`config.mk`:
```
export PLATFORM = sky130hd
export DESIGN_NAME = elevator_state_sequencer_flat
export DESIGN_NICKNAME = d
export VERILOG_FILES = /design/src/rtl/elevator_state_sequencer_if.sv /design/src/rtl/elevator_state_sequencer.sv /design/src/flat_wrapper.sv
export SDC_FILE = /design/constraint.sdc
export NUM_CORES = 1
export LEC_CHECK = 0
export ABC_AREA = 0
export ABC_CLOCK_PERIOD_IN_PS = 6500
export CELL_PAD_IN_SITES_DETAIL_PLACEMENT = 0
export CELL_PAD_IN_SITES_GLOBAL_PLACEMENT = 1
export CORE_AREA = 10 10 72 74
export DETAILED_ROUTE_END_ITERATION = 8
export DIE_AREA = 0 0 82 84
export PLACE_DENSITY_LB_ADDON = 0.1
export SYNTH_ARGS = -nofsm -noshare
export SYNTH_HDL_FRONTEND = slang
export SYNTH_SLANG_ARGS = --single-unit
```
`constraint.sdc`:
```
create_clock -name clk -period 6.5 [get_ports clk]
set_clock_uncertainty 0.05 [all_clocks]
set_input_delay 1.3 -clock clk [delete_from_list [all_inputs] [get_ports clk]]
set_output_delay 1.3 -clock clk [all_outputs]
set_load 0.1 [all_outputs]
```
`src/rtl/elevator_state_sequencer_if.sv`:
```
// Signal bundle between the elevator state-change logic (master) and the
// registered state stage (slave).
interface elevator_state_sequencer_if;
    logic       x;
    logic [3:0] floor_key;
    logic [1:0] e;
    logic [2:0] c;
    logic [1:0] u;
    logic [1:0] l;
    logic       motor_up;
    logic       motor_down;
    logic       door_open;

    modport master (
        output x, floor_key,
        input  e, c, u, l, motor_up, motor_down, door_open
    );

    modport slave (
        input  x, floor_key,
        output e, c, u, l, motor_up, motor_down, door_open
    );
endinterface

```
`src/rtl/elevator_state_sequencer.sv`:
```
// Registered state stage of the elevator controller: state, door timer,
// current/target floor and the actuator commands derived from them.
module elevator_state_sequencer #(
    parameter int TICK_DIV    = 8,
    parameter int MOVE_CYCLES = 16
) (
    input  logic                        clk,
    input  logic                        rst_n,
    elevator_state_sequencer_if.slave   bus
);

    localparam int PW = (TICK_DIV > 1) ? $clog2(TICK_DIV) : 1;
    localparam int MW = (MOVE_CYCLES > 1) ? $clog2(MOVE_CYCLES) : 1;
    localparam logic [PW-1:0] P_LAST = PW'(TICK_DIV - 1);
    localparam logic [MW-1:0] M_LAST = MW'(MOVE_CYCLES - 1);
    localparam logic [2:0]    C_FULL = 3'd5;

    typedef enum logic [1:0] {
        ST_IDLE    = 2'b00,
        ST_CLOSING = 2'b01,
        ST_MOVING  = 2'b10,
        ST_OPEN    = 2'b11
    } state_t;

    state_t        e_r, e_n_s;
    logic [2:0]    c_r, c_n_s;
    logic [1:0]    u_r, u_n_s;
    logic [1:0]    l_r, l_n_s;
    logic [PW-1:0] p_r, p_n_s;
    logic [MW-1:0] m_r, m_n_s;
    logic          motor_up_r, motor_down_r, door_open_r;
    logic          motor_up_n_s, motor_down_n_s, door_open_n_s;
    logic          tick_s;

    function automatic logic [1:0] lowest_key(input logic [3:0] k);
        logic [1:0] idx;
        casez (k)
            4'b???1: idx = 2'd0;
            4'b??10: idx = 2'd1;
            4'b?100: idx = 2'd2;
            default: idx = 2'd3;
        endcase
        return idx;
    endfunction

    // Next-state logic for every register, including the actuator commands.
    always_comb begin
        e_n_s  = e_r;
        c_n_s  = c_r;
        u_n_s  = u_r;
        l_n_s  = l_r;
        p_n_s  = p_r;
        m_n_s  = m_r;
        tick_s = (p_r == P_LAST);

        if (e_r == ST_IDLE && bus.floor_key != 4'd0) begin
            l_n_s = lowest_key(bus.floor_key);
        end else begin
            l_n_s = l_r;
        end

        // An advance edge only performs the entry loads; ticks and steps are dropped.
        if (bus.x) begin
            e_n_s = state_t'(e_r + 2'd1);
            p_n_s = {PW{1'b0}};
            m_n_s = {MW{1'b0}};
            c_n_s = (e_r == ST_MOVING) ? C_FULL : 3'd0;
            u_n_s = u_r;
        end else begin
            p_n_s = tick_s ? {PW{1'b0}} : p_r + PW'(1);
            case (e_r)
                ST_CLOSING: begin
                    if (tick_s && c_r != C_FULL) c_n_s = c_r + 3'd1;
                    else                         c_n_s = c_r;
                end
                ST_OPEN: begin
                    if (tick_s && c_r != 3'd0) c_n_s = c_r - 3'd1;
                    else                       c_n_s = c_r;
                end
                default: c_n_s = 3'd0;
            endcase
            if (e_r == ST_MOVING && u_r != l_r) begin
                if (m_r == M_LAST) begin
                    m_n_s = {MW{1'b0}};
                    u_n_s = (l_r > u_r) ? u_r + 2'd1 : u_r - 2'd1;
                end else begin
                    m_n_s = m_r + MW'(1);
                    u_n_s = u_r;
                end
            end else begin
                m_n_s = {MW{1'b0}};
                u_n_s = u_r;
            end
        end

        // Outputs are registered from next-state values so they track the state in the same cycle.
        motor_up_n_s   = (e_n_s == ST_MOVING) && (l_n_s > u_n_s);
        motor_down_n_s = (e_n_s == ST_MOVING) && (l_n_s < u_n_s);
        door_open_n_s  = (e_n_s == ST_OPEN);
    end

    // State register bank with asynchronous reset.
    always_ff @(posedge clk or negedge rst_n) begin
        if (!rst_n) begin
            e_r          <= ST_IDLE;
            c_r          <= 3'd0;
            u_r          <= 2'd0;
            l_r          <= 2'd0;
            p_r          <= {PW{1'b0}};
            m_r          <= {MW{1'b0}};
            motor_up_r   <= 1'b0;
            motor_down_r <= 1'b0;
            door_open_r  <= 1'b0;
        end else begin
            e_r          <= e_n_s;
            c_r          <= c_n_s;
            u_r          <= u_n_s;
            l_r          <= l_n_s;
            p_r          <= p_n_s;
            m_r          <= m_n_s;
            motor_up_r   <= motor_up_n_s;
            motor_down_r <= motor_down_n_s;
            door_open_r  <= door_open_n_s;
        end
    end

    assign bus.e          = e_r;
    assign bus.c          = c_r;
    assign bus.u          = u_r;
    assign bus.l          = l_r;
    assign bus.motor_up   = motor_up_r;
    assign bus.motor_down = motor_down_r;
    assign bus.door_open  = door_open_r;

endmodule

```
`src/flat_wrapper.sv`:
```
// flat-port wrapper written by rule: the top's interface ports become plain ports
module elevator_state_sequencer_flat 
#(
    parameter int TICK_DIV    = 8,
    parameter int MOVE_CYCLES = 16
)
  (clk, rst_n, bus_x, bus_floor_key, bus_e, bus_c, bus_u, bus_l, bus_motor_up, bus_motor_down, bus_door_open);
  elevator_state_sequencer_if bus_i ();
  input  logic clk;
  input  logic rst_n;
  input wire logic [$bits(bus_i.x)-1:0] bus_x;
  input wire logic [$bits(bus_i.floor_key)-1:0] bus_floor_key;
  output wire logic [$bits(bus_i.e)-1:0] bus_e;
  output wire logic [$bits(bus_i.c)-1:0] bus_c;
  output wire logic [$bits(bus_i.u)-1:0] bus_u;
  output wire logic [$bits(bus_i.l)-1:0] bus_l;
  output wire logic [$bits(bus_i.motor_up)-1:0] bus_motor_up;
  output wire logic [$bits(bus_i.motor_down)-1:0] bus_motor_down;
  output wire logic [$bits(bus_i.door_open)-1:0] bus_door_open;
  assign bus_i.x = bus_x;
  assign bus_i.floor_key = bus_floor_key;
  assign bus_e = bus_i.e;
  assign bus_c = bus_i.c;
  assign bus_u = bus_i.u;
  assign bus_l = bus_i.l;
  assign bus_motor_up = bus_i.motor_up;
  assign bus_motor_down = bus_i.motor_down;
  assign bus_door_open = bus_i.door_open;
  elevator_state_sequencer #(.TICK_DIV(TICK_DIV), .MOVE_CYCLES(MOVE_CYCLES)) u_core (.clk(clk), .rst_n(rst_n), .bus(bus_i));
endmodule
```
==> summary.md, run 1 <==
| Metric | Value |
|---|---|
| Outcome | finished clean |
| Vias/cell | between 4 and 5 |
| Worst setup EP type | flip-flop |
| Max Fclk | approximately 0.29 GHz |
| Post_cts resized | 0 |
| Clock latency on the worst-skew pair | roughly 0.25 ns |
| Total wire length | roughly 2300 um |
| Final Hold Vio Count | 0 |
| Initial antenna violation count | 0 |
| Most common cell after layout, fill and taps aside | dfrtp_1 |
| PortBufs | 18 |
| Sum Neg Setup Slack | 0 ns |
| H-tree depth | 1 |
| Critical-path maximum fanout | 12 |
| Tcrit/Tclk final | 53.9% |
| Share of cells above drive strength 1 | 8.06% |
| Mean post-synth cell area | 10.6 um^2 |
| Async SR Flop Fraction | 100% |
| Fill count | approximately 400 |
| Most frequent cells in the layout | dfrtp_1 (19), clkdlybuf4s50_1 (18), ha_1 (11) |
| Gpl congestion | between 0.7 and 0.8 |
| Area growth syn-to-layout | 26.2% |
| Max-cap violations | 0 |
| Postcts setup bufs | 0 |
| Post-route DRC violation count | 0 |
| DIE HEIGHT | 84 um |
| Total track usage | 7.15% |
| Inserted Diodes | 0 |
| CTS tree | done |
| 1st-iter DRT viols | 23 |
| Vias in the first global route | approximately 820 |
| Crit Reg-Reg Startpoint | u_core.bus.u[1] |
| Post-synth EDFFs | 0 |
| First-pass GRT wire length | ~3900 um |
| WL/cell | ~13 um |
| WP data arrival | about 3.6 ns |
| Min Hold Slack | 0.396 ns |
| Slowest CP cell | clkdlybuf4s50_1 |
| Main flop type after synthesis | dfrtp_1 |
| PwrDens | 491 nW/um^2 |
| Slew Limit Fails | 0 |
| Synthesis Warnings | 0 |
| Final-stage net count | about 140 |
| # setup viols final | 0 |
| P_leak | approximately 0.00060 uW |
| Worst path required time | about 6.6 ns |
| Setup CP Type | input port to flip-flop |
| Final Critical Period | between 3 and 4 ns |
| Largest net degree at the start of global routing | 20 |
| Congestion Overflow GR | 0 |
| Critical Path Start | bus_x |
| Cells along the critical path | clkdlybuf4s50_1 > and2b_2 > nand3_4 > or4_4 > and3_1 > ha_1 > a21oi_1 > nor2b_1 |
| DP HPWL | approximately 1800 um |
| CTS Hold Buffers Added | 0 |
| Row cnt | 23 |
| Die Area | approximately 6900 um^2 |
| Synthesized instance count | between 100 and 150 |
| Syn nets | approximately 120 |
| Startpoint Class | input port |
| Least-Margin Pin Slew | between 0.9 and 1 ns |
| Initial Util | roughly 28% |
| # placed instances | 170 |
| Inserted Clock Buffers | 3 |
| Crit-path leading delay family | simple AND/OR/NAND/NOR gates |
| DIE WIDTH | 82 um |
| Worst Path Buf+Inv | 1 |
| Register bit total from synthesis | 19 |
| Clk slew on worst S/H paths | ~0.08 ns |
| CTS Root Cell | clkbuf_8 |
| Syn Std Cell Area | ~1100 um^2 |
| CTS Buffer Depth | 2 |
| Sequential fraction of the synthesis area | 43.7% |
| Unrepaired setup endpoints after global routing | no |
| Ports | 19 |
| Routed Antenna Nets | 0 |
| Hold Crit Class | flip-flop to flip-flop |
| Core ar. | between 3000 and 4000 um^2 |
| Slew headroom | roughly a third |
| Slowest stage delay, CP | between 0.6 and 0.7 ns |
| Final Non-Filler Cells | between 150 and 200 |
| VDD IR max | roughly 0.00019 V |
| Synth unique cells | 36 |
| Drt pass-1 iters | 5 |
| Vias | ~800 |
| Sink Count | 19 |
| Min-delay src | u_core.p_r[0] |
[metal layers]
metal / part of all wire, % / wire length, um / GRT usage (%)
met5: 0 / 0 / 0
met4: 0.96 / 22 / 2.79
met3: 6.3 / 143 / 2.37
met2: 50 / 1150 / 11.1
met1: 42 / 970 / 8.73
[report_power, final]
group	internal (uW)	switching, uW	leakage (uW)
clock network	42.6	40.6	0.0000255
logic	118	295	0.000322
registers	147	32.3	0.000251
[sequential cells by signal, summed over array words and instances (netlist names)]
| signal | count |
|---|---|
| u_core.bus.e | 2 |
| u_core.bus.u | 2 |
| u_core.bus.motor_up | 1 |
| u_core.m_r | 4 |
| u_core.bus.door_open | 1 |
| u_core.bus.l | 2 |
| u_core.bus.motor_down | 1 |
| u_core.p_r | 3 |
| u_core.bus.c | 3 |
[path summary, 6_finish.rpt]
check | endpoint | slack [ns] | cells after the start
worst max register to register | u_core.bus.motor_down | 3.97 | 9
max in group asynchronous | u_core.bus.c[0] | 4.37 | 1
worst min register to register | u_core.p_r[0] | 0.40 | 1
worst max-delay path | u_core.bus.motor_down | 3.00 | 8
min in group asynchronous | u_core.bus.l[1] | 1.48 | 1
worst min-delay path | u_core.p_r[0] | 0.40 | 1
[synth_stat cells (2+ instances only)]
cell type,number,area (um^2)
inv_1,9,33.8
and3_1,2,12.5
nor2b_1,5,31.3
ha_1,11,138
a21oi_1,2,10.0
nand2_1,5,18.8
a31oi_1,2,12.5
nand3_1,2,10.0
a211oi_1,2,15.0
nor3b_1,2,15.0
o21ai_0,7,35.0
o21a_1,3,22.5
xnor2_1,3,26.3
xor2_1,2,17.5
nor3_1,3,15.0
dfrtp_1,19,475
nor2_1,5,18.8
[through the flow]
step	worst slack [ns]	power [uW]	cell area [um^2]	util, %
floorplan	3.48	497	1090	-
global placement	2.74	599	1330	34.4
detailed placement	2.71	600	1330	34.4
CTS	2.98	685	1370	35.6
global route	2.81	726	1370	35.6
finish	3.00	675	1370	35.6
[final cells by class]
type | instances | area (um^2) | area share (%)
Timing Repair Buffer | 18 | 180 | 13.1
Multi-Input combinational cell | 74 | 576 | 41.9
Inverter | 9 | 33.8 | 2.46
Clock inverter | 1 | 5.00 | 0.364
Sequential cell | 19 | 475 | 34.6
Clock buffer | 3 | 41.3 | 3.01
Tap cell | 50 | 62.6 | 4.55
[cells by family (layout without fill, tap and decap cells)]
logic type	Yosys count	in the layout	synth area share [%]
DFF	19	19	43.7
adders and majority gates	12	12	14.5
xor gates and xnor gates	5	5	4.02
buffers and inverters	10	31	3.45
and+or+nand+nor	35	35	20.5
AOI/OAI and AO/OA	21	21	12.9
muxes	1	1	1.03
No activity file was read; power rests on OpenSTA's default activity.
==> run 2: changes to the inputs <==
--- a/config.mk
+++ b/config.mk
@@ -6,7 +6,7 @@
 export NUM_CORES = 1
 export LEC_CHECK = 0
 export ABC_AREA = 0
-export ABC_CLOCK_PERIOD_IN_PS = 6500
+export ABC_CLOCK_PERIOD_IN_PS = 2800
 export CELL_PAD_IN_SITES_DETAIL_PLACEMENT = 0
 export CELL_PAD_IN_SITES_GLOBAL_PLACEMENT = 1
 export CORE_AREA = 10 10 72 74
==> constraint.sdc (replaced) <==
create_clock -name clk -period 2.8 [get_ports clk]
set_clock_uncertainty 0.05 [all_clocks]
set_input_delay 0.56 -clock clk [delete_from_list [all_inputs] [get_ports clk]]
set_output_delay 0.56 -clock clk [all_outputs]
set_load 0.1 [all_outputs]
==> run 2 against run 1 <==
Against the previous run: via count unchanged; clock-buffer cell count unchanged; critical path type is now flip-flop to flip-flop; final area is 0.64% lower; sequential share of layout area up 0.68 points; worst setup slack got worse by 2.8 ns; combinational power increased by 130%; final cell count grew 1.1%; sequential power increased by 130%; wire length rose by 3.5%; clock power is 130% higher; largest cell class unchanged; die area is the same.
==> summary.md, run 2 (synthesis gave the netlist of run 1 again) <==
| Metric | Value |
|---|---|
| DIE HEIGHT | 84 um (unchanged) |
| Fill count | 405 (+2.0%) |
| Inserted Clock Buffers | 3 (unchanged) |
| Final-stage net count | 146 (+1.4%) |
| Final Hold Vio Count | 0 (unchanged) |
| VDD IR max | 0.000543 V (+180%) |
| Core ar. | 3860 um^2 (unchanged) |
| Slew Limit Fails | 0 (unchanged) |
| First-pass GRT wire length | 4020 um (+3.7%) |
| Sum Neg Setup Slack | 0 ns (unchanged) |
| DP HPWL | 1820 um (-0.18%) |
| Drt pass-1 iters | 4 (-1) |
| Vias | 819 (unchanged) |
| Multi-input gate area | 576 um^2 (unchanged) |
| Final Critical Period | 2.55 ns |
| Design area | 1370 um^2 (-0.64%) |
| Clock latency on the worst-skew pair | 0.26 ns (about the same) |
| Routed Antenna Nets | 0 (unchanged) |
| P_int | 701 uW (+130%) |
| WP data arrival | 2.69 ns (-0.95 ns) |
| P_leak | 0.000620 uW (+3.6%) |
| Vias in the first global route | 852 (+3.5%) |
| Largest register FFs | 4 (unchanged) |
| DIE WIDTH | 82 um (unchanged) |
| Largest net degree at the start of global routing | 20 (unchanged) |
| PortBufs | 18 (unchanged) |
| Post_cts resized | 0 (unchanged) |
| CTS Hold Buffers Added | 0 (unchanged) |
| Initial antenna violation count | 0 (unchanged) |
| Inserted Diodes | 0 (unchanged) |
| Combinational Power Share | 60.7% (-0.5 points) |
| Congestion Overflow GR | 0 (unchanged) |
| Row cnt | 23 (unchanged) |
| Reg with most FFs | u_core.m_r |
| Max-cap violations | 0 (unchanged) |
| Switching part of the total power | 54.8% (+0.28 points) |
| Outcome | finished clean |
| Tcrit/Tclk final | between 90% and 100% |
| Least-Margin Pin Slew | 0.368 ns (-0.612 ns) |
| Die Area | 6890 um^2 (unchanged) |
| Gpl congestion | 0.812 (+12%) |
| Clk slew on worst S/H paths | 0.07 ns (about the same) |
| NetSw | 849 uW (+130%) |
| Most used cell, CP | ha_1 |
| Area after DPL | 1320 um^2 (-0.66%) |
| Max Fclk | 0.391 GHz |
| # setup viols final | 0 (unchanged) |
| Critical-path maximum fanout | 5 (-7) |
| Total wire length | 2370 um (+3.5%) |
| Sink Count | 19 (unchanged) |
| Tot Pwr | 1550 uW (+130%) |
| Slew headroom | 75.2% (+41 points) |
| Initial Util | 28.2% (unchanged) |
| Clock network power share | 12.4% (about the same) |
| CTS tree | done |
| Cells along the critical path | inv_1 > ha_1 > nand2_1 > o21ai_0 > or4_4 > and3_1 > ha_1 > a21oi_1 > nor2b_1 |
| PwrDens | 1140 nW/um^2 (+130%) |
| Post-route DRC violation count | 0 (unchanged) |
| 1st-iter DRT viols | 29 (+26%) |
| Postcts setup bufs | 0 (unchanged) |
| Slowest CP cell | or4_4 |
| Slowest stage delay, CP | 0.45 ns (-0.17 ns) |
| Vias/cell | 4.65 (-1.1%) |
| Total track usage | 7.28% (+0.13 points) |
| Startpoint Class | flip-flop |
| WL/cell | 13.4 um (+2.3%) |
| FF+latch area | 482 um^2 (+1.3%) |
| Worst path required time | 2.94 ns (-3.70 ns) |
| Most frequent cells in the layout | buf_4 (14), dfrtp_1 (14), ha_1 (11) |
| Unrepaired setup endpoints after global routing | no |
| CTS Buffer Depth | 2 (unchanged) |
| CTS Root Cell | clkbuf_8 |
| Share of cells above drive strength 1 | 23.0% (+15 points) |
| Worst setup EP type | flip-flop |
| Sequential Power Share | 27.0% (+0.5 points) |
| Hold Crit Class | flip-flop to flip-flop |
| Area growth syn-to-layout | 25.4% |
| Setup CP Type | flip-flop to flip-flop |
| Ports | 19 (unchanged) |
| H-tree depth | 1 (unchanged) |
[run 2: changes by cell type in the layout (fill, tap and decap cells not counted), sizes merged]
cell           previous run  this run
buf                       0        14
clkdlybuf4s50            18         6
[run 2: per-stage QoR]
step,hold WS (ns),instances,util (%),setup slack (ns)
final,0.391,176,35.4,0.245
after global routing,0.417,176,35.4,0.103
after CTS,0.396,176,35.4,0.255
after detailed placement,0.381,172,34.2,0.0390
after global placement,0.371,172,34.2,0.0741
after floorplan,0.214,103,-,0.0403
[run 2: power by group through the flow]
stage,Combinational (uW),Sequential [uW],Clock [uW]
2_1_floorplan,328,830,0
3_3_place_gp,945,424,0
3_5_place_dp,945,425,0
4_1_cts,951,420,204
5_1_grt,1010,431,215
6_report,940,418,192
[run 2: worst max-delay path, delay by kind of cell (launching register included)]
kind | cells | cell delay [ns]
adder cells (fa/ha/maj) | 2 | 0.54
buffers and inverters | 1 | 0.11
AND/OR/NAND/NOR | 4 | 0.97
AO/OA/AOI/OAI | 2 | 0.37
flip-flops | 1 | 0.44
[run 2: per-layer routing]
layer	vias to the layer above	global-route usage [%]	part of all wire [%]
li1	409	-	-
met1	396	8.24	45
met2	12	11.8	49
met3	2	2.16	4.9
met4	0	3.72	0.89
met5	-	0	0
[run 2: path summary, 6_finish.rpt]
path | slack, ns | endpoint | from | depth (start not counted)
max | 0.25 | u_core.bus.motor_down | u_core.bus.u[1] | 9
max in group asynchronous | 1.87 | u_core.bus.e[1] | rst_n | 2
min | 0.39 | u_core.p_r[0] | u_core.p_r[0] | 1
min in group asynchronous | 0.59 | u_core.p_r[1] | rst_n | 2
max reg2reg | 0.25 | u_core.bus.motor_down | u_core.bus.u[1] | 9
min reg2reg | 0.39 | u_core.p_r[0] | u_core.p_r[0] | 1
[run 2: layout make-up]
cell class	count	share of cell area, %
clock buffer	3	3.02
sequential	19	35.3
inverter	9	2.47
tap	50	4.58
clock inverter	1	0.367
timing repair buffer	20	12.1
multi-input combinational	74	42.2
==> run 3: changes to the inputs <==
--- a/config.mk
+++ b/config.mk
@@ -9,9 +9,9 @@
 export ABC_CLOCK_PERIOD_IN_PS = 2800
 export CELL_PAD_IN_SITES_DETAIL_PLACEMENT = 0
 export CELL_PAD_IN_SITES_GLOBAL_PLACEMENT = 1
-export CORE_AREA = 10 10 72 74
+export CORE_AREA = 10 10 66 68
 export DETAILED_ROUTE_END_ITERATION = 8
-export DIE_AREA = 0 0 82 84
+export DIE_AREA = 0 0 76 78
 export PLACE_DENSITY_LB_ADDON = 0.1
 export SYNTH_ARGS = -nofsm -noshare
 export SYNTH_HDL_FRONTEND = slang
==> run 3 against run 2 <==
Against the previous run: sequential power hardly changed; worst setup slack improved by 0.039 ns; fmax grew 1.6%; sequential share of layout area rose by 0.66 points; highest routed layer unchanged; final area is 1.8% lower; critical path type unchanged; wire length fell by 7.5%; largest power group unchanged; hold slack better by 0.0016 ns; largest cell class unchanged; flip-flop and latch count stayed put.
==> summary.md, run 3 (synthesis gave the netlist of run 1 again) <==
| Metric | Value |
|---|---|
| Row cnt | 21 (-8.7%) |
| Setup CP Type | flip-flop to flip-flop |
| Share of cells above drive strength 1 | 22.2% (-0.79 points) |
| Tot Pwr | 1490 uW (-3.7%) |
| Hold Crit Class | flip-flop to flip-flop |
| Post_cts resized | 0 (unchanged) |
| P_int | 657 uW (-6.3%) |
| Critical-path maximum fanout | 5 (unchanged) |
| PwrDens | 1110 nW/um^2 (-1.9%) |
| Final-stage net count | 146 (unchanged) |
| Hold path endpoint | u_core.p_r[0] |
| DP HPWL | 1700 um (-6.8%) |
| Vias/cell | 4.75 (+2.1%) |
| CTS Hold Buffers Added | 0 (unchanged) |
| # placed instances | 168 (-2.3%) |
| Die Area | 5930 um^2 (-14%) |
| Ports | 19 (unchanged) |
| DIE HEIGHT | 78 um (-7.1%) |
| Max Fclk | 0.398 GHz (+1.6%) |
| PortBufs | 18 (unchanged) |
| Total wire length | 2190 um (-7.5%) |
| Vias | 817 (-0.24%) |
| Min Hold Slack | 0.393 ns (+0.00163 ns) |
| DIE WIDTH | 76 um (-7.3%) |
| Final Critical Period | 2.52 ns (-0.0393 ns) |
| Sum Neg Setup Slack | 0 ns (unchanged) |
| Core ar. | 3180 um^2 (-18%) |
| Worst setup EP type | flip-flop |
| Reg with most FFs | u_core.m_r |
| Clock network power share | 9.2% (-3.2 points) |
| Clk slew on worst S/H paths | 0.11 ns (+0.04 ns) |
| Area growth syn-to-layout | 23.1% |
| H-tree depth | 1 (unchanged) |
| Unrepaired setup endpoints after global routing | no |
| Worst setup margin | 0.285 ns (+0.0393 ns) |
| CTS Buffer Depth | 2 (unchanged) |
| Sequential Power Share | 28.0% (+1.0 points) |
| Min-delay src | u_core.p_r[0] |
| Vias in the first global route | 828 (-2.8%) |
| Pre-CTS WS | 0.0284 ns (-0.0106 ns) |
| NetSw | 836 uW (-1.6%) |
| Sink Count | 19 (unchanged) |
| # setup viols final | 0 (unchanged) |
| VDD IR max | 0.000547 V (+0.56%) |
| Largest net degree at the start of global routing | 20 (unchanged) |
| Final Non-Filler Cells | 172 (-2.3%) |
| Initial antenna violation count | 0 (unchanged) |
| Slew headroom | 76.4% (+1.2 points) |
| Inserted Clock Buffers | 3 (unchanged) |
| Switching part of the total power | 56.0% (+1.2 points) |
| Largest register FFs | 4 (unchanged) |
| Slew Limit Fails | 0 (unchanged) |
| Total track usage | 7.72% (+0.44 points) |
| Inserted Diodes | 0 (unchanged) |
| Most frequent cells in the layout | buf_4 (14), dfrtp_1 (14), ha_1 (11) |
| CTS Root Cell | clkbuf_4 |
| Multi-input gate area | 576 um^2 (unchanged) |
| Drt pass-1 iters | 4 (unchanged) |
| Max-cap violations | 0 (unchanged) |
| First-pass GRT wire length | 3820 um (-5.0%) |
| Outcome | finished clean |
| P_leak | 0.000609 uW (-1.7%) |
| Fill count | 331 (-18%) |
| Initial Util | 34.2% (+6.0 points) |
| Clock latency on the worst-skew pair | 0.29 ns (+0.03 ns) |
| CTS tree | done |
| Post-route DRC violation count | 0 (unchanged) |
| Worst r2r dst | u_core.bus.motor_down |
| Hold Path Stages | 1 (unchanged) |
| Least-Margin Pin Slew | 0.350 ns (-0.0183 ns) |
| WL/cell | 12.7 um (-5.4%) |
| R2R depth | 9 (unchanged) |
| Startpoint Class | flip-flop |
| WP data arrival | 2.70 ns (about the same) |
| Congestion Overflow GR | 0 (unchanged) |
| Crit Reg-Reg Startpoint | u_core.bus.u[1] |
| Worst path required time | 2.98 ns (+0.04 ns) |
| Flop-to-flop setup slack | 0.28 ns (+0.04 ns) |
| FF+latch area | 482 um^2 (unchanged) |
| 1st-iter DRT viols | 25 (-14%) |
| Tcrit/Tclk final | 89.8% (-1.4 points) |
| Combinational Power Share | 62.8% (+2.1 points) |
| Final Hold Vio Count | 0 (unchanged) |
| Routed Antenna Nets | 0 (unchanged) |
| Postcts setup bufs | 0 (unchanged) |
| Gpl congestion | 0.736 (-9.3%) |
==> run 3: cell types whose count changed in the layout (fill, tap and decap cells not counted) <==
cell      previous run  this run
clkbuf_1             0         1
clkbuf_4             0         3
clkbuf_8             3         0
clkinv_2             1         0
==> run 3: area by class of cell <==
| type | instances | share of cell area, % |
|---|---|---|
| repair buffers | 20 | 12.3 |
| flip-flops and latches | 19 | 35.9 |
| inverters | 9 | 2.52 |
| well taps | 46 | 4.30 |
| clock buffers | 4 | 1.96 |
| multi-input cells | 74 | 43.0 |
==> run 3: how the worst max path moves through the flow <==
stage               startpoint  depth (start not counted)  slack (ns)               endpoint
3_3_place_gp             bus_x                          8        0.07  u_core.bus.motor_down
5_1_grt        u_core.bus.u[1]                          9        0.07  u_core.bus.motor_down
6_report       u_core.bus.u[1]                          9        0.28  u_core.bus.motor_down
3_5_place_dp             bus_x                          8        0.03  u_core.bus.motor_down
4_1_cts        u_core.bus.u[1]                          9        0.28  u_core.bus.motor_down
2_1_floorplan  u_core.bus.e[0]                          9        0.04  u_core.bus.motor_down
==> run 3: metal layers <==
layer	global-route usage [%]	share of wire, %	vias up
met2	12.1	49	12
li1	-	-	412
met5	0	0	-
met4	3.98	0.78	0
met3	1.96	3.5	2
met1	9.59	47	391
==> run 3: per-stage QoR <==
stage / util (%) / cell area [um^2]
after floorplan: - / 1090
after global placement: 41.3 / 1310
after detailed placement: 41.3 / 1310
after CTS: 42.1 / 1340
after global routing: 42.1 / 1340
final: 42.1 / 1340
==> run 3: critical path, stage by stage (launching register included) <==
cell and delay, ns:
dfrtp_2 0.45, inv_1 0.10, ha_1 0.24, nand2_1 0.17, o21ai_0 0.19, or4_4 0.44
and3_1 0.20, ha_1 0.29, a21oi_1 0.18, nor2b_1 0.14
==> run 3: power by group through the flow <==
stage               logic (uW)  registers, uW  clock network, uW
floorplan                  328            830                  0
global placement           937            424                  0
detailed placement         941            425                  0
CTS                        946            419                145
global route              1010            434                157
finish                     937            418                138
